File: src/rtl/spi_reg_ctrl.sv
// ---------------------------------------------------------------------------
// spi_reg_ctrl
//
// Purpose:
//   Register-file front end for an SPI byte engine. Each frame starts when
//   cs_n goes low. Its first byte is a command: bit7 selects write (1) or
//   read (0), and bits[6:0] give the start address. Every later byte is a
//   data byte. The address auto-increments after each data byte and wraps
//   modulo 128. The block also drives the byte that the engine shifts out
//   next, and drives three LED outputs from the LED_CTRL register.
//
// Register map:
//   0x00-0x04  "ARGUS" ID string      (read-only)
//   0x05       VERSION                (read-only)
//   0x06       LED_CTRL[2:0]          (read/write, bits[7:3] read 0)
//   0x07       SCRATCH                (read/write)
//   0x08       FRAME_CNT              (read-only, completed data frames)
//   0x09       STATUS, bit0 = ERR_RO  (sticky, write-1-to-clear)
//   0x0A-0x7F  read as 0x00, writes ignored
//   A write to a read-only address is dropped and sets ERR_RO.
//
// Ports:
//   clk       in   1  system clock (100 MHz domain)
//   rst       in   1  asynchronous reset, active high
//   cs_n      in   1  SPI chip select, active low, already synchronous to clk
//   rx_byte   in   8  received byte, valid when rx_valid = 1
//   rx_valid  in   1  one-cycle strobe per received byte
//   tx_byte   out  8  registered byte to shift out next
//   led_r     out  1  LED_CTRL[0]
//   led_g     out  1  LED_CTRL[1]
//   led_b     out  1  LED_CTRL[2]
// ---------------------------------------------------------------------------
module spi_reg_ctrl #(
    parameter logic [7:0] VERSION   = 8'h01,
    parameter logic [7:0] SYNC_BYTE = 8'hA5
) (
    input  logic       clk,
    input  logic       rst,
    input  logic       cs_n,
    input  logic [7:0] rx_byte,
    input  logic       rx_valid,
    output logic [7:0] tx_byte,
    output logic       led_r,
    output logic       led_g,
    output logic       led_b
);

    typedef enum logic [1:0] {
        ST_IDLE  = 2'd0,
        ST_CMD   = 2'd1,
        ST_WRITE = 2'd2,
        ST_READ  = 2'd3
    } state_t;

    // Register addresses
    localparam logic [6:0] ADDR_ID0     = 7'h00;
    localparam logic [6:0] ADDR_ID1     = 7'h01;
    localparam logic [6:0] ADDR_ID2     = 7'h02;
    localparam logic [6:0] ADDR_ID3     = 7'h03;
    localparam logic [6:0] ADDR_ID4     = 7'h04;
    localparam logic [6:0] ADDR_VERSION = 7'h05;
    localparam logic [6:0] ADDR_LED     = 7'h06;
    localparam logic [6:0] ADDR_SCRATCH = 7'h07;
    localparam logic [6:0] ADDR_FCNT    = 7'h08;
    localparam logic [6:0] ADDR_STATUS  = 7'h09;

    // Storage and control state
    state_t     state_r;
    logic [6:0] addr_r;
    logic [2:0] led_ctrl_r;
    logic [7:0] scratch_r;
    logic [7:0] frame_cnt_r;
    logic       err_ro_r;
    logic       cs_n_q_r;
    logic [7:0] tx_byte_r;

    // Combinational decode
    logic       cs_rise_s;
    logic       in_data_s;
    logic       byte_ok_s;
    logic       wr_en_s;
    logic       wr_led_s;
    logic       wr_scratch_s;
    logic       err_set_s;
    logic       err_clr_s;
    logic [7:0] rd_data_s;

    // Read view of the register map. Unmapped addresses return zero.
    function automatic logic [7:0] reg_read(
        input logic [6:0] addr,
        input logic [2:0] led_ctrl,
        input logic [7:0] scratch,
        input logic [7:0] frame_cnt,
        input logic       err_ro
    );
        logic [7:0] data;
        case (addr)
            ADDR_ID0:     data = 8'h41;                  // "A"
            ADDR_ID1:     data = 8'h52;                  // "R"
            ADDR_ID2:     data = 8'h47;                  // "G"
            ADDR_ID3:     data = 8'h55;                  // "U"
            ADDR_ID4:     data = 8'h53;                  // "S"
            ADDR_VERSION: data = VERSION;
            ADDR_LED:     data = {5'b00000, led_ctrl};
            ADDR_SCRATCH: data = scratch;
            ADDR_FCNT:    data = frame_cnt;
            ADDR_STATUS:  data = {7'b0000000, err_ro};
            default:      data = 8'h00;
        endcase
        return data;
    endfunction

    // Read-only addresses, where a write is treated as an error.
    function automatic logic is_read_only(input logic [6:0] addr);
        logic ro;
        case (addr)
            ADDR_ID0, ADDR_ID1, ADDR_ID2, ADDR_ID3,
            ADDR_ID4, ADDR_VERSION, ADDR_FCNT: ro = 1'b1;
            default:                           ro = 1'b0;
        endcase
        return ro;
    endfunction

    // Frame qualifiers: a deasserted cs_n beats any byte strobe in the same cycle.
    always_comb begin
        cs_rise_s = 1'b0;
        in_data_s = 1'b0;
        byte_ok_s = 1'b0;
        wr_en_s   = 1'b0;
        if (cs_n && !cs_n_q_r) begin
            cs_rise_s = 1'b1;
        end else begin
            cs_rise_s = 1'b0;
        end
        if ((state_r == ST_WRITE) || (state_r == ST_READ)) begin
            in_data_s = 1'b1;
        end else begin
            in_data_s = 1'b0;
        end
        if (rx_valid && !cs_n) begin
            byte_ok_s = 1'b1;
        end else begin
            byte_ok_s = 1'b0;
        end
        if (byte_ok_s && (state_r == ST_WRITE)) begin
            wr_en_s = 1'b1;
        end else begin
            wr_en_s = 1'b0;
        end
    end

    // Write-address decode into per-register strobes.
    always_comb begin
        wr_led_s     = 1'b0;
        wr_scratch_s = 1'b0;
        err_set_s    = 1'b0;
        err_clr_s    = 1'b0;
        if (wr_en_s) begin
            if (is_read_only(addr_r)) begin
                err_set_s = 1'b1;
            end else begin
                case (addr_r)
                    ADDR_LED:     wr_led_s     = 1'b1;
                    ADDR_SCRATCH: wr_scratch_s = 1'b1;
                    ADDR_STATUS:  err_clr_s    = rx_byte[0];
                    default:      err_set_s    = 1'b0;
                endcase
            end
        end else begin
            err_set_s = 1'b0;
        end
    end

    // Read data for the current address.
    always_comb begin
        rd_data_s = reg_read(addr_r, led_ctrl_r, scratch_r, frame_cnt_r, err_ro_r);
    end

    // Frame FSM with its address pointer.
    always_ff @(posedge clk or posedge rst) begin
        if (rst) begin
            state_r <= ST_IDLE;
            addr_r  <= 7'h00;
        end else if (cs_n) begin
            state_r <= ST_IDLE;
        end else begin
            case (state_r)
                ST_IDLE: begin
                    state_r <= ST_CMD;
                end
                ST_CMD: begin
                    if (rx_valid) begin
                        addr_r  <= rx_byte[6:0];
                        state_r <= rx_byte[7] ? ST_WRITE : ST_READ;
                    end
                end
                ST_WRITE, ST_READ: begin
                    // 7-bit pointer wraps 0x7F -> 0x00 naturally.
                    if (rx_valid) begin
                        addr_r <= addr_r + 7'd1;
                    end
                end
                default: begin
                    state_r <= ST_IDLE;
                end
            endcase
        end
    end

    // Writable registers: LED_CTRL and SCRATCH.
    always_ff @(posedge clk or posedge rst) begin
        if (rst) begin
            led_ctrl_r <= 3'b000;
            scratch_r  <= 8'h00;
        end else begin
            if (wr_led_s) begin
                led_ctrl_r <= rx_byte[2:0];
            end
            if (wr_scratch_s) begin
                scratch_r <= rx_byte;
            end
        end
    end

    // Sticky read-only-violation flag. A new violation outranks a clear,
    // although both cannot target the same address in one cycle.
    always_ff @(posedge clk or posedge rst) begin
        if (rst) begin
            err_ro_r <= 1'b0;
        end else if (err_set_s) begin
            err_ro_r <= 1'b1;
        end else if (err_clr_s) begin
            err_ro_r <= 1'b0;
        end
    end

    // Chip-select history, used to find the end of a frame.
    always_ff @(posedge clk or posedge rst) begin
        if (rst) begin
            cs_n_q_r <= 1'b1;
        end else begin
            cs_n_q_r <= cs_n;
        end
    end

    // Count frames that got past the command byte. Aborted frames do not count.
    always_ff @(posedge clk or posedge rst) begin
        if (rst) begin
            frame_cnt_r <= 8'h00;
        end else if (cs_rise_s && in_data_s) begin
            frame_cnt_r <= frame_cnt_r + 8'd1;
        end
    end

    // Outgoing byte: the sync pattern outside data phases, otherwise the
    // addressed register one clock after any change. Gating on cs_n makes
    // the sync pattern return on the same edge that the FSM goes idle.
    always_ff @(posedge clk or posedge rst) begin
        if (rst) begin
            tx_byte_r <= SYNC_BYTE;
        end else if (!cs_n && in_data_s) begin
            tx_byte_r <= rd_data_s;
        end else begin
            tx_byte_r <= SYNC_BYTE;
        end
    end

    assign tx_byte = tx_byte_r;
    assign led_r   = led_ctrl_r[0];
    assign led_g   = led_ctrl_r[1];
    assign led_b   = led_ctrl_r[2];

endmodule

File: config.mk
export PLATFORM = sky130hd
export DESIGN_NAME = spi_reg_ctrl
export DESIGN_NICKNAME = d
export VERILOG_FILES = /design/src/rtl/spi_reg_ctrl.sv
export SDC_FILE = /design/constraint.sdc
export NUM_CORES = 1
export LEC_CHECK = 0
export CORE_MARGIN = 1
export CORE_UTILIZATION = 30
export DETAILED_ROUTE_END_ITERATION = 6
export PLACE_DENSITY = 0.54
export REMOVE_ABC_BUFFERS = 1
export SLEW_MARGIN = 5
export SYNTH_ARGS = -nofsm -noshare
export SYNTH_HDL_FRONTEND = slang
export SYNTH_SLANG_ARGS = --single-unit
File: constraint.sdc
create_clock -name clk -period 1.75 [get_ports clk]
set_clock_uncertainty 0.05 [all_clocks]
set_input_delay 0.525 -clock clk [delete_from_list [all_inputs] [get_ports clk]]
set_output_delay 0.525 -clock clk [all_outputs]
set_load 0.02 [all_outputs]
==> results of run 1 <==
-- cell usage in the layout, fill, tap and decap left out, types with 3 or more instances in the layout --
master	n
dfrtp_1	33
buf_4	29
mux2_2	12
a21oi_1	11
clkdlybuf4s50_1	11
dlygate4sd2_1	11
nand3_1	10
inv_1	8
nor2_1	8
nand2_1	6
clkbuf_8	6
a211oi_1	5
xor2_1	5
nor3_1	5
and2_1	5
dfstp_2	5
o21ai_0	4
nand4_1	4
o22ai_1	4
nand2b_1	3
a2bb2oi_1	3
a211o_1	3
a221o_1	3
-- stage by stage --
stage	hold WS [ns]	worst slack (ns)	util	setup TNS, ns	power [W]
after global routing	0.442	-0.000364	0.413	-0.000364	0.00277
final	0.426	0.0446	0.413	0	0.00260
after CTS	0.428	0.0289	0.410	0	0.00259
after detailed placement	0.411	-0.324	0.397	-5.38	0.00196
after floorplan	0.392	0.0880	-	0	0.00154
after global placement	0.413	-0.321	0.397	-5.41	0.00195
-- final timing paths --
path / from / end / slack (ns) / cells past startpoint
setup reg to reg: addr_r[4] / led_ctrl_r[1] / 0.10 / 3
min in group asynchronous: rst / err_ro_r / 0.53 / 3
setup / recovery: cs_n / scratch_r[5] / 0.04 / 4
max in group asynchronous: rst / tx_byte[5] / 0.86 / 3
hold reg to reg: frame_cnt_r[7] / frame_cnt_r[7] / 0.43 / 1
hold / removal: frame_cnt_r[7] / frame_cnt_r[7] / 0.43 / 1
-- per-layer routing --
layer | vias to the layer above | part of all wire | wire [um]
li1 | 800 | - | -
met1 | 802 | 0.47 | 2280
met2 | 31 | 0.49 | 2400
met3 | 6 | 0.029 | 143
met4 | 0 | 0.0098 | 48
met5 | - | 0 | 0
-- layout make-up --
type / instances / area [um2] / area share
Multi-Input combinational cell: 130 / 996 / 0.377
Sequential cell: 38 / 957 / 0.363
Timing Repair Buffer: 53 / 464 / 0.176
Tap cell: 77 / 96.3 / 0.0365
Clock buffer: 7 / 86.3 / 0.0327
Inverter: 9 / 33.8 / 0.0128
Clock inverter: 1 / 5.00 / 0.00190
-- state kept, by name, indices dropped and copies added (netlist names) --
signal / flops
scratch_r: 8
err_ro_r: 1
frame_cnt_r: 8
cs_n_q_r: 1
addr_r: 7
led_ctrl_r: 3
state_r: 2
tx_byte: 8
-- report_power, final --
group	leakage [nW]	internal [W]	switching (W)	total (W)
logic	0.669	0.000436	0.000430	0.000866
clock network	0.0482	0.000318	0.000308	0.000626
registers	0.484	0.000976	0.000127	0.00110
-- logic make-up (layout without fill, tap and decap cells) --
kind of cell / after synthesis / in the layout / share of synthesized area
muxes: 13 / 13 / 0.0725
xor gates and xnor gates: 7 / 7 / 0.0306
buffers and inverters: 19 / 70 / 0.0375
AOI/OAI and AO/OA: 47 / 47 / 0.170
and+or+nand+nor: 58 / 58 / 0.179
adders and majority gates: 5 / 5 / 0.0313
DFF: 38 / 38 / 0.478
-- what timing repair did --
item                                    CTS  global route
pin swaps                                 0             2
resized for setup                        13             5
endpoints found under the setup margin   23             9
==> results.md, run 1 <==
- The proportion of register bits with asynchronous set or reset after synthesis is 1.00.
- Grouping stages by cell kind, the critical path spends the most delay in simple AND/OR/NAND/NOR gates.
- The layout has 654 filler cells.
- The die is 83.7 um wide.
- For this run, the top clock speed supported by timing is 0.586 GHz.
- The met1 usage in global routing is 0.193.
- Post-CTS timing repair inserted 0 buffers for setup.
- The number of antenna violations at the first check in global routing is 0.
- The placed instance count is 307.
- The die is 83.7 um tall.
- The mapped cell area is 2000 um2.
- The synthesized design contains 0 enable-type register cells.
- The highest-utilization routing layer at the global route stage is met2.
- The clock-pin transition on the worst setup and hold timing paths is 0.07 ns.
- The category of the most critical setup path is primary input to flop.
- After layout, the minimum clock period comes to 1.71 ns.
- In the final routed layout, each cell accounts on average for 15.5 um.
- Counting both buffers and inverters, the worst setup path holds a total of 1.
- The floorplan step defined a die boundary enclosing 7000 um2.
- Sorting the synthesized cells by how often they occur yields dfrtp_1, mux2_2, a21oi_1.
- The flip-flop and latch count after synthesis is 38.
- The cell sitting at the root of the clock tree is a clkbuf_8.
- The worst pin sits at a relative slew slack of 0.742.
- The synthesized design spends more area on one cell type than any other, namely dfrtp_1.
- The register area share after synthesis is 0.478.
- Of the cells placed in the final design, the portion with a size suffix greater than 1 is 0.277.
- The pre-antenna-repair detailed-routing pass consisted of 4 iterations.
- The kind of start point of the critical path is a primary input.
- The global-route wire length before repair is 8.33 mm.
- Counting every instance in the synthesized netlist gives 187.
- The total number of vias is 1639.
- In this run the tool buffered the top-level ports with 22 buffer cells.
- The tree built by TritonCTS fans out to 38 sinks.
- The antenna violation net count after detailed routing is 0.
- The count of warnings emitted by yosys is 0.
- The worst voltage drop across the vdd grid is 391 uV.
- The signal on the critical path passes through clkdlybuf4s50_1 > and4bb_4 > nand4_4 > mux2_2.
- In the post-synthesis netlist, the biggest area contributors are dfrtp_1, mux2_2, dfstp_2, ha_1, a21oi_1.
- The level count of the clock H-tree is 2.
- The total overflow left after global routing is 0.
- The placed wire-length estimate is 3.70 mm.
- The floorplan step defined a core boundary enclosing 6390 um2.
- The largest incremental delay on the critical path is 0.41 ns.
- The slew at the pin closest to its max-slew limit is 0.384 ns.
- After detailed routing, the number of remaining DRC violations is 0.
- The count of pins over their slew limit is 0.
- Setup violations remaining at the end of the flow were counted as 0.
- The buffer levels on the longest clock path is 2.
- In the global route stage, overall resource usage came out at 0.151.
- The synthesized netlist contains 49 unique library cells.
- The overall routed net length is 4.87 mm.
- The count of cells in the finished layout, fillers not included, comes to 315.
- The number of clock buffers added by TritonCTS is 5.
- The maximum number of pins on one net before global-route repair is 39.
- The per-instance average area after synthesis is 10.7 um2.
- The detailed router finished its first iteration with 49 violations.
- The via-per-instance ratio is 5.20.
- The fraction of the cycle the final worst path needs is 0.975.
- In the post-synthesis netlist, the cell with the most instances is dfrtp_1.
- STA classifies the critical path endpoint as a flop.
- Once layout is done, the placed cells without fillers occupy 2640 um2.
- In the global route stage, met3 resource usage came out at 0.0326.
- Routability-driven placement finished with a final weighted congestion of 0.868.
- The share of synthesized area in the top cell type comes to 0.413.
- On the critical path, the stage with the largest delay is an instance of clkdlybuf4s50_1.
- For this configuration, the core starts out at a cell density of 0.313.
- In this run the worst hold path is classified as flop to flop.
- The TritonCTS clock tree is built.
- In this run the core area contains 29 standard-cell rows.
- The hold violation total from the final report is 0.
- The clock latency on the worst-skew pair is 0.29 ns.
- The placed instances occupy a cell area of 2530 um2.
- The flow ran to the end, and the final reports show no timing, DRC or antenna violations.
- The number of hold-repair buffers added at the cts stage is 0.
- The count of nets after finishing is 254.
- The number of global-route vias before repair is 1645.
- The repair_antennas step left the layout with diodes totalling 0.
- Data arrives at the worst endpoint at 1.83 ns.
- The analysis attributes to cell leakage a power of 1.20 nW.
- 23 I/O pins were placed.
- The area overhead of the layout relative to synthesis is 31.9%.
- The total power per unit cell area is 983 nW/um2.
- The largest fanout on the critical path is 8.
- The most common flop cell mapped by yosys is dfrtp_1.
- The tool flagged a number of max-cap violations equal to 0.
- For the worst setup path, the data required time is 1.88 ns.
- For this run, global-route usage on met2 was measured as 0.257.
Power figures use the tool's default switching activity.
==> run 2: changes to the inputs <==
PLACE_DENSITY = 0.52   (was 0.54)
RECOVER_POWER = 50   (was default)
clock period = 2.1 ns   (was 1.75 ns; I/O delays follow)
==> run 2 against run 1 <==
Cell count down 5.1%. Worst hold slack better by 0.017 ns. Highest routed layer unchanged. First-iteration DRC count down 16%.
==> results.md, run 2 (synthesis gave the netlist of run 1 again) <==
- The run finished with clean final reports.
- In this run the worst setup path begins at led_ctrl_r[0].
- The number of remaining DRC errors is 0.
- The post-route minimum period is 1.97 ns.
- The number of violations of the max-capacitance limit is 0.
- The number of buffers inserted by post-CTS setup repair is 0.
- In the layout the commonest cells are dfrtp_1, clkdlybuf4s50_1, mux2_2.
- The level count of the clock H-tree is 2.
- The number of hold-repair buffers added at the cts stage is 0.
- Of the total power, the share spent switching nets is 0.324.
- In this run the deepest clock path goes through 2 buffers.
- Detailed routing inserted a total of 1600 vias.
- Power spread over the standard cell area amounts to 855 nW/um2.
- The clock latency on the worst-skew pair is 0.29 ns.
- Setup violations remaining at the end of the flow were counted as 0.
- The via-per-instance ratio is 5.35.
- TritonCTS built the clock tree.
- The most common cell after layout, fill and taps aside is dfrtp_1.
- The worst path buffer plus inverter count is 1.
- The largest fanout on the critical path is 3.
- The largest incremental delay on the critical path is 0.62 ns.
- The category of the most critical setup path is flop to primary output.
- The antenna diode instance count is 0.
- The placement row count is 29.
- The hold violation total from the final report is 0.
- In this run the power spent charging and discharging nets is 0.000694 W.
- The part of the total power dissipated in combinational logic is 0.253.
- The total power of the final layout is 0.00214 W.
- The overall track demand over capacity in global routing is 0.141.
- The die is 83.7 um wide.
- The leftover overflow at the end of global routing is 0.
- The global-route wire length before repair is 7.82 mm.
- The worst reg2reg path startpoint is addr_r[0].
- The count of pins over their slew limit came to 0.
- The reported leakage power is 1.09 nW.
- The relative slew slack is 0.411.
- At the pin with the least slew margin, the transition time is 0.884 ns.
- For this design, the slowest cell found on the critical path is clkdlybuf4s50_1.
- The category of cells accounting for the largest share of critical-path delay is buffers and inverters.
- Of the available clock period, the critical path in the final layout requires 0.939.
- The antenna violation net count after detailed routing is 0.
- The internal cell power is 0.00145 W.
- The worst-case IR drop observed on VDD is 307 uV.
- The number of buffers created by CTS is 5.
- The critical path goes through clkdlybuf4s50_1.
- The final layout contains 238 nets.
- The pre-antenna-repair detailed-routing pass consisted of 4 iterations.
- The height of the die is 83.7 um.
- Of the total power, the clock network draws 0.304.
- Derived from the worst setup path, the maximum achievable clock frequency is 0.507 GHz.
- The initial utilization of the core area, before any placement, comes to 0.313.
- 23 I/O pins were placed.
- The placer congestion estimate is 0.820.
- The number of antenna violations at the first check in global routing is 0.
- The number of clock sinks seen by CTS is 38.
- The DRC marker count from the first detailed-route iteration is 41.
- The number of standard cells in the final layout excluding fillers is 299.
- At the worst endpoint, the arrival time is 1.29 ns.
- From synthesis to final layout, the design area changed by 25.0%.
- The kind of start point of the critical path is a flop.
- The average wire per standard cell is 15.8 um.
- The hold path startpoint is frame_cnt_r[7].
- The element type at the critical path end is a primary output.
- The data required time at the worst endpoint is 1.42 ns.
- The die covers 7000 um2.
- The floorplan core area is 6390 um2.
- For this block, the routed nets add up to 4.72 mm of wire.
- The placed instance count is 291.
- After clock tree synthesis, the clock-pin slew on the worst setup and hold paths is 0.08 ns.
- The share of total power dissipated in sequential elements is 0.442.
- Detailed placement finished with a half-perimeter wire length of 3.51 mm.
- The maximum number of pins on one net before global-route repair is 22.
- Setup repair after global routing left no endpoint under its margin.
- The library cell used as clock root buffer is clkbuf_8.
- The number of buffer cells added on primary ports is 22.
- The worst hold path belongs to the class flop to flop.
- The number of global-route vias before repair is 1508.
- In the final layout, the share of cells above drive strength 1 is 0.189.
==> run 2: cell types whose count changed in the layout (fill, tap and decap cells not counted), sizes merged <==
cell           delta
clkinv            -1
dlygate4sd3       +2
bufinv            +1
clkbuf            +4
dlymetal6s2s      +4
buf              -20
dlygate4sd2      -11
clkdlybuf4s50     +5
==> run 2: timing repair <==
item / CTS / global route
endpoints found under the setup margin: 0 / 4
resized for setup: 0 / 4
endpoints found under the hold margin: 0 / 0
==> run 2: area by class of cell <==
| class | instances | area, um2 |
|---|---|---|
| Fill cell | 662 | 3880 |
| Multi-Input combinational cell | 130 | 968 |
| Sequential cell | 38 | 957 |
| Timing Repair Buffer | 37 | 329 |
| Tap cell | 77 | 96.3 |
| Clock buffer | 7 | 86.3 |
| Inverter | 9 | 33.8 |
| Clock inverter | 1 | 30.0 |
==> run 2: routing by layer <==
layer	vias to the layer above	global-route usage	routed length, um
met5	-	0	0
met4	0	0.0416	41
met3	5	0.0297	142
met2	30	0.223	2250
met1	798	0.194	2290
li1	767	-	-
==> run 2: power by group through the flow <==
stage / sequential [W] / combinational (W) / clock [W]
2_1_floorplan: 0.000948 / 0.000336 / 0
3_3_place_gp: 0.000955 / 0.000552 / 0
3_5_place_dp: 0.000957 / 0.000551 / 0
4_1_cts: 0.000944 / 0.000552 / 0.000667
5_1_grt: 0.000961 / 0.000601 / 0.000703
6_report: 0.000946 / 0.000542 / 0.000651
==> run 2: metrics by stage <==
step           cell area [um2]  setup WS (ns)  utilization  hold WS, ns  setup TNS, ns
6_report                  2500          0.129        0.392        0.443              0
5_1_grt                   2500         0.0907        0.392        0.466              0
4_1_cts                   2500       0.000453        0.392        0.447              0
3_5_place_dp              2390        -0.0936        0.374        0.428         -0.734
3_3_place_gp              2390        -0.0752        0.374        0.429         -0.526
2_1_floorplan             1960          0.438            -        0.392              0
==> run 2: worst paths after layout <==
path / end / slack, ns / depth (start not counted)
setup / recovery: led_r / 0.13 / 1
hold / removal: frame_cnt_r[7] / 0.44 / 1
setup reg to reg: led_ctrl_r[0] / 0.25 / 5
hold reg to reg: frame_cnt_r[7] / 0.44 / 1
max in group asynchronous: tx_byte[4] / 0.46 / 3
min in group asynchronous: scratch_r[1] / 0.89 / 3
